`src/rtl/reg_sched_pkg.sv`:
```
// Shared widths and types for the register hazard scheduler.
package reg_sched_pkg;
  localparam int unsigned NUM_REGS   = 32;
  localparam int unsigned REG_ADDR_W = 5;
  localparam int unsigned CNT_W      = 4;

  typedef logic [REG_ADDR_W-1:0] reg_addr_t;
  typedef logic [CNT_W-1:0]      busy_cnt_t;
endpackage

```
`src/rtl/reg_busy_entry.sv`:
```
// One pending-write entry: a down-counter with flush > load > clear > decrement priority.
module reg_busy_entry
  import reg_sched_pkg::*;
(
  input  logic      clock_i,
  input  logic      reset_i,
  input  logic      flush,
  input  logic      load,
  input  logic      clear,
  input  busy_cnt_t delay,
  output logic      busy
);

  busy_cnt_t cnt_q, cnt_d;
  logic      busy_q, busy_d;

  always_comb begin
    cnt_d = cnt_q;
    if (flush) begin
      cnt_d = '0;
    end else if (load) begin
      cnt_d = delay;
    end else if (clear) begin
      cnt_d = '0;
    end else if (cnt_q != '0) begin
      cnt_d = cnt_q - CNT_W'(1);
    end
    busy_d = (cnt_d != '0);
  end

  always_ff @(posedge clock_i or negedge reset_i) begin
    if (!reset_i) begin
      cnt_q  <= '0;
      busy_q <= 1'b0;
    end else begin
      cnt_q  <= cnt_d;
      busy_q <= busy_d;
    end
  end

  assign busy = busy_q;

endmodule

```
`src/rtl/reg_hazard_scheduler.sv`:
```
// Dual-pipe pending-write tracker: RAW/WAW hazard detection and in-order stall generation.
module reg_hazard_scheduler
  import reg_sched_pkg::*;
#(
  parameter int unsigned REG_STALL_DELAY = 6
) (
  input  logic                clock_i,
  input  logic                reset_i,
  input  logic                enableA_i,
  input  logic                enableB_i,
  input  logic                pwriteA_i,
  input  logic                pwriteB_i,
  input  logic                preadA_i,
  input  logic                preadB_i,
  input  logic                sreadA_i,
  input  logic                sreadB_i,
  input  reg_addr_t           primOperandA_i,
  input  reg_addr_t           primOperandB_i,
  input  reg_addr_t           secOperandA_i,
  input  reg_addr_t           secOperandB_i,
  input  logic                wbA_i,
  input  logic                wbB_i,
  input  reg_addr_t           wbAddrA_i,
  input  reg_addr_t           wbAddrB_i,
  input  logic                flushBack_i,
  output logic                shouldAStall_o,
  output logic                shouldBStall_o,
  output logic                issueA_o,
  output logic                issueB_o,
  output logic [NUM_REGS-1:0] busyMask_o
);

  localparam busy_cnt_t DELAY = CNT_W'(REG_STALL_DELAY);

  logic [NUM_REGS-1:0] busy;
  logic [NUM_REGS-1:0] load_vec;
  logic [NUM_REGS-1:0] clear_vec;
  logic hazard_a, hazard_b, intra_b;
  logic stall_a, stall_b, issue_a, issue_b;

  // Hazard and stall evaluation; flush suppresses all stalls.
  always_comb begin
    hazard_a = (preadA_i  && busy[primOperandA_i]) ||
               (sreadA_i  && busy[secOperandA_i])  ||
               (pwriteA_i && busy[primOperandA_i]);
    hazard_b = (preadB_i  && busy[primOperandB_i]) ||
               (sreadB_i  && busy[secOperandB_i])  ||
               (pwriteB_i && busy[primOperandB_i]);
    stall_a  = !flushBack_i && enableA_i && hazard_a;
    issue_a  = enableA_i && !stall_a;
    intra_b  = issue_a && pwriteA_i &&
               ((preadB_i  && (primOperandB_i == primOperandA_i)) ||
                (sreadB_i  && (secOperandB_i  == primOperandA_i)) ||
                (pwriteB_i && (primOperandB_i == primOperandA_i)));
    stall_b  = !flushBack_i && enableB_i && (hazard_b || intra_b || stall_a);
    issue_b  = enableB_i && !stall_b;
  end

  // One-hot decode of issue loads and writeback clears.
  always_comb begin
    load_vec  = '0;
    clear_vec = '0;
    for (int unsigned r = 0; r < NUM_REGS; r++) begin
      load_vec[r]  = (issue_a && pwriteA_i && (primOperandA_i == REG_ADDR_W'(r))) ||
                     (issue_b && pwriteB_i && (primOperandB_i == REG_ADDR_W'(r)));
      clear_vec[r] = (wbA_i && (wbAddrA_i == REG_ADDR_W'(r))) ||
                     (wbB_i && (wbAddrB_i == REG_ADDR_W'(r)));
    end
  end

  for (genvar g = 0; g < NUM_REGS; g++) begin : g_entry
    reg_busy_entry u_entry (
      .clock_i (clock_i),
      .reset_i (reset_i),
      .flush   (flushBack_i),
      .load    (load_vec[g]),
      .clear   (clear_vec[g]),
      .delay   (DELAY),
      .busy    (busy[g])
    );
  end

  assign shouldAStall_o = stall_a;
  assign shouldBStall_o = stall_b;
  assign issueA_o       = issue_a;
  assign issueB_o       = issue_b;
  assign busyMask_o     = busy;

endmodule

```
`config.mk`:
```
export PLATFORM = sky130hd
export DESIGN_NAME = reg_hazard_scheduler
export DESIGN_NICKNAME = d
export VERILOG_FILES = /design/src/rtl/reg_sched_pkg.sv /design/src/rtl/reg_busy_entry.sv /design/src/rtl/reg_hazard_scheduler.sv
export SDC_FILE = /design/constraint.sdc
export NUM_CORES = 1
export LEC_CHECK = 0
export CAP_MARGIN = 20
export CORE_MARGIN = 3
export CORE_UTILIZATION = 55
export CTS_CLUSTER_SIZE = 8
export DETAILED_ROUTE_END_ITERATION = 10
export PLACE_DENSITY_LB_ADDON = 0.2
export SYNTH_ARGS = -nofsm -noshare
export SYNTH_HDL_FRONTEND = slang
export SYNTH_SLANG_ARGS = --single-unit
```
`constraint.sdc`:
```
create_clock -name clock_i -period 4.42 [get_ports clock_i]
set_clock_uncertainty 0.1 [all_clocks]
set_input_delay 1.326 -clock clock_i [delete_from_list [all_inputs] [get_ports clock_i]]
set_output_delay 1.326 -clock clock_i [all_outputs]
set_load 0.05 [all_outputs]
```
==> summary.txt <==
Clock tree
  – # H-tree levels: 4
  – Clock Latency Late Sink: 0.44 ns
  – Root Driver: clkbuf_16
  – Clock buffer depth: 2
  – CTS sink cnt: 160
  – Clock transition at the registers of the reported paths: 0.07 ns
  – CTS Buf Count: 17
  – CTS tree: yes

Floorplan
  – Die Y-Extent: 155 µm
  – Starting Density: 56.9%
  – IO Count: 79
  – Area of the core: 0.0214 mm²
  – Die Area: 0.0239 mm²
  – Overall die width: 155 µm
  – Rows: 53

Worst hold path
  – Hold Path Class: reg2reg
  – Worst hold path startpoint: g_entry[3].u_entry.cnt_q[1]

STA
  – Minimum clock period: 4.64 ns
  – Rel. slew slack: 46.9%
  – Fin crit share: 105%
  – RSZ-0062 raised after global routing: true
  – Final worst slack: -0.223 ns
  – Final setup violation count: 3
  – Endpoints failing hold: 0
  – Pins Over Slew Limit: 0
  – Worst Tran Pin Value: 0.797 ns
  – Fmax: 215 MHz

Critical path
  – Setup Crit Path Kind: in2out
  – CP max stage cell: clkdlybuf4s50_1
  – Setup crit start kind: input port
  – CP required: 2.99 ns
  – CP max FO: 3
  – CP startpoint: secOperandB_i[4]
  – CP peak stage delay: 0.56 ns
  – Worst reg2reg startpoint: g_entry[4].u_entry.busy
  – Critical path endpoint category: output pin
  – CP Cell Sequence: clkdlybuf4s50_1, xor2_1, nor4_1, a32o_1, a32oi_2, o211ai_2, and3_4, buf_12
  – CP Data Arrival Time: 3.22 ns

Drt
  – DR vias: 12,027
  – Detail Route Antenna Nets: 0
  – Routed len/inst: 20.4 µm
  – Vias/cell: 6.38
  – Initial drt markers: 1,410
  – Met1 WL: 15.4 mm
  – Wirelength, routed: 38.4 mm
  – Highest Signal Layer: met4
  – DR DRC count: 0
  – TritonRoute pass-1 iters: 6
  – Met2 Wirelength: 17.1 mm
  – Wire length on met3: 4.36 mm

Synth
  – Synth Cell Area: 0.0121 mm²
  – Synth Flop Type: dfrtp_1
  – Syn Nets: 1,525
  – Synth cell types: 71
  – Seq cells post-synth: 160
  – Post-Synthesis Cells: 1,450
  – Synth warn: 0
  – Avg Synthesized Cell Area: 8.38 µm²
  – Sequential share of the synthesized area: 33.0%
  – FFs w/ async S/R, synth: 100%
  – Number of flops mapped to enable cells by yosys: 0

Power
  – Internal Pwr Total: 5220 µW
  – Power density cells: 662 mW/mm²
  – Static Leak: 0.00624 µW
  – Gate power share: 56.3%
  – Switch share: 46.3%
  – Clock share of power: 15.1%
  – Sequential share of power: 28.6%
  – NetSw: 4490 µW
  – Worst vdd ir: 365 µV

GRT
  – Global-route congestion overflow total: 0
  – Antenna violations before repair: 1
  – GRT Total Usage: 31.6%
  – Largest net degree at the start of global routing: 86
  – First-pass GRT wire length: 60.8 mm
  – Vias in the first global route: 11,543

Layout
  – Layout cell share with drive strength beyond 1: 17.0%
  – Fin util: 68.7%
  – Most frequent cells in the layout: nand2_1, dfrtp_1, nor3_1
  – Area occupied by multi-input gates: 0.00734 mm²
  – Ant diodes: 0
  – Synth-to-Final Area Change: 20.8%
  – Sequential Area: 0.00400 mm²
  – Final #Nets: 1,671
  – Commonest non-fill, non-tap cell in the layout: nand2_1
  – # fillers: 1,644

Placement
  – Pre-CTS setup slack: -0.715 ns
  – Hpwl dp: 28.0 mm
  – GPL Wtd Cong: 0.983
  – Port Buffer Count: 78

Flow run
  – Max-cap check violation count: 0

Run status
  – Failing checks: negative setup slack
  – Outcome: complete, but fails checks
synthesized netlist by cell type, types with 32 or more instances:
master,n,share of area (%)
clkbuf_1,34,1.1
a21oi_1,74,3.0
xnor2_1,71,5.1
ha_1,32,3.3
buf_4,38,2.3
nor2_1,94,2.9
nand3_1,50,2.1
o21ai_0,41,1.7
nor3_1,138,5.7
inv_1,100,3.1
nand2_1,176,5.4
nor2b_1,41,2.1
nand2b_1,55,2.8
dfrtp_1,160,33
registers in the layout, indices dropped and copies added, names as in the netlist:
signal,count
g_entry.u_entry.busy,32
g_entry.u_entry.cnt_q,128
metal layers:
metal	up-vias	global-route usage, %
met1	5653	43.8
met2	743	49.3
met5	-	0
met4	0	11.7
li1	5477	-
met3	154	6.49
through the flow:
step | hold WS (ns) | total power, µW | cells | setup TNS (ns) | cell area [µm²]
2_1_floorplan | 0.415 | 6740 | 1450 | -0.853 | 12200
3_3_place_gp | 0.443 | 7860 | 1838 | -14.59 | 13900
3_5_place_dp | 0.449 | 8020 | 1838 | -17.26 | 13900
4_1_cts | 0.470 | 9590 | 1881 | -0.485 | 14600
5_1_grt | 0.500 | 10400 | 1884 | -0.583 | 14700
6_report | 0.469 | 9710 | 1884 | -0.433 | 14700
what timing repair did:
item	CTS	global route
gates resized for setup	46	22
setup buffers	11	4
cloned	1	1
hold buffers	0	0
setup endpoints to repair	4	4
pin swaps	10	11
critical path, delay by kind of cell:
family	cells	cell delay [ns]
AOI/OAI and AO/OA	3	0.69
xor gates and xnor gates	1	0.19
buffers and inverters	2	0.70
and+or+nand+nor	2	0.31
power groups by stage:
stage	clock, µW	combinational [µW]	sequential, µW
after floorplan	0	4280	2460
final	1470	5470	2770
after CTS	1470	5380	2730
after detailed placement	0	5280	2750
after global routing	1540	6010	2820
after global placement	0	5140	2720
worst paths after layout:
kind	endpoint	slack, ns	cells past startpoint
worst min register to register	g_entry[3].u_entry.cnt_q[1]	0.47	2
min in group asynchronous	g_entry[3].u_entry.cnt_q[2]	0.84	1
worst max-delay path	shouldBStall_o	-0.22	8
max in group asynchronous	g_entry[25].u_entry.busy	2.56	2
worst min-delay path	g_entry[3].u_entry.cnt_q[1]	0.47	2
worst max register to register	g_entry[17].u_entry.busy	1.13	12
area by class of cell:
cell class,count,area share [%]
multi-input cells,1094,50.0
flip-flops and latches,160,27.3
repair buffers,223,13.9
clock buffers,17,2.90
inverters,100,2.56
well taps,275,2.34
clock inverters,15,0.972
logic make-up (layout without fill, tap and decap cells):
family                     count (synthesis)  count (layout)  share of synthesized area [%]
and+or+nand+nor                          604             604                           24.1
AOI/OAI and AO/OA                        330             330                           19.0
buffers and inverters                    196             355                           7.65
DFF                                      160             160                           33.0
xor gates and xnor gates                  80              80                           5.77
muxes                                     48              48                           7.17
adders and majority gates                 32              32                           3.30
No activity file was read; power rests on OpenSTA's default activity.
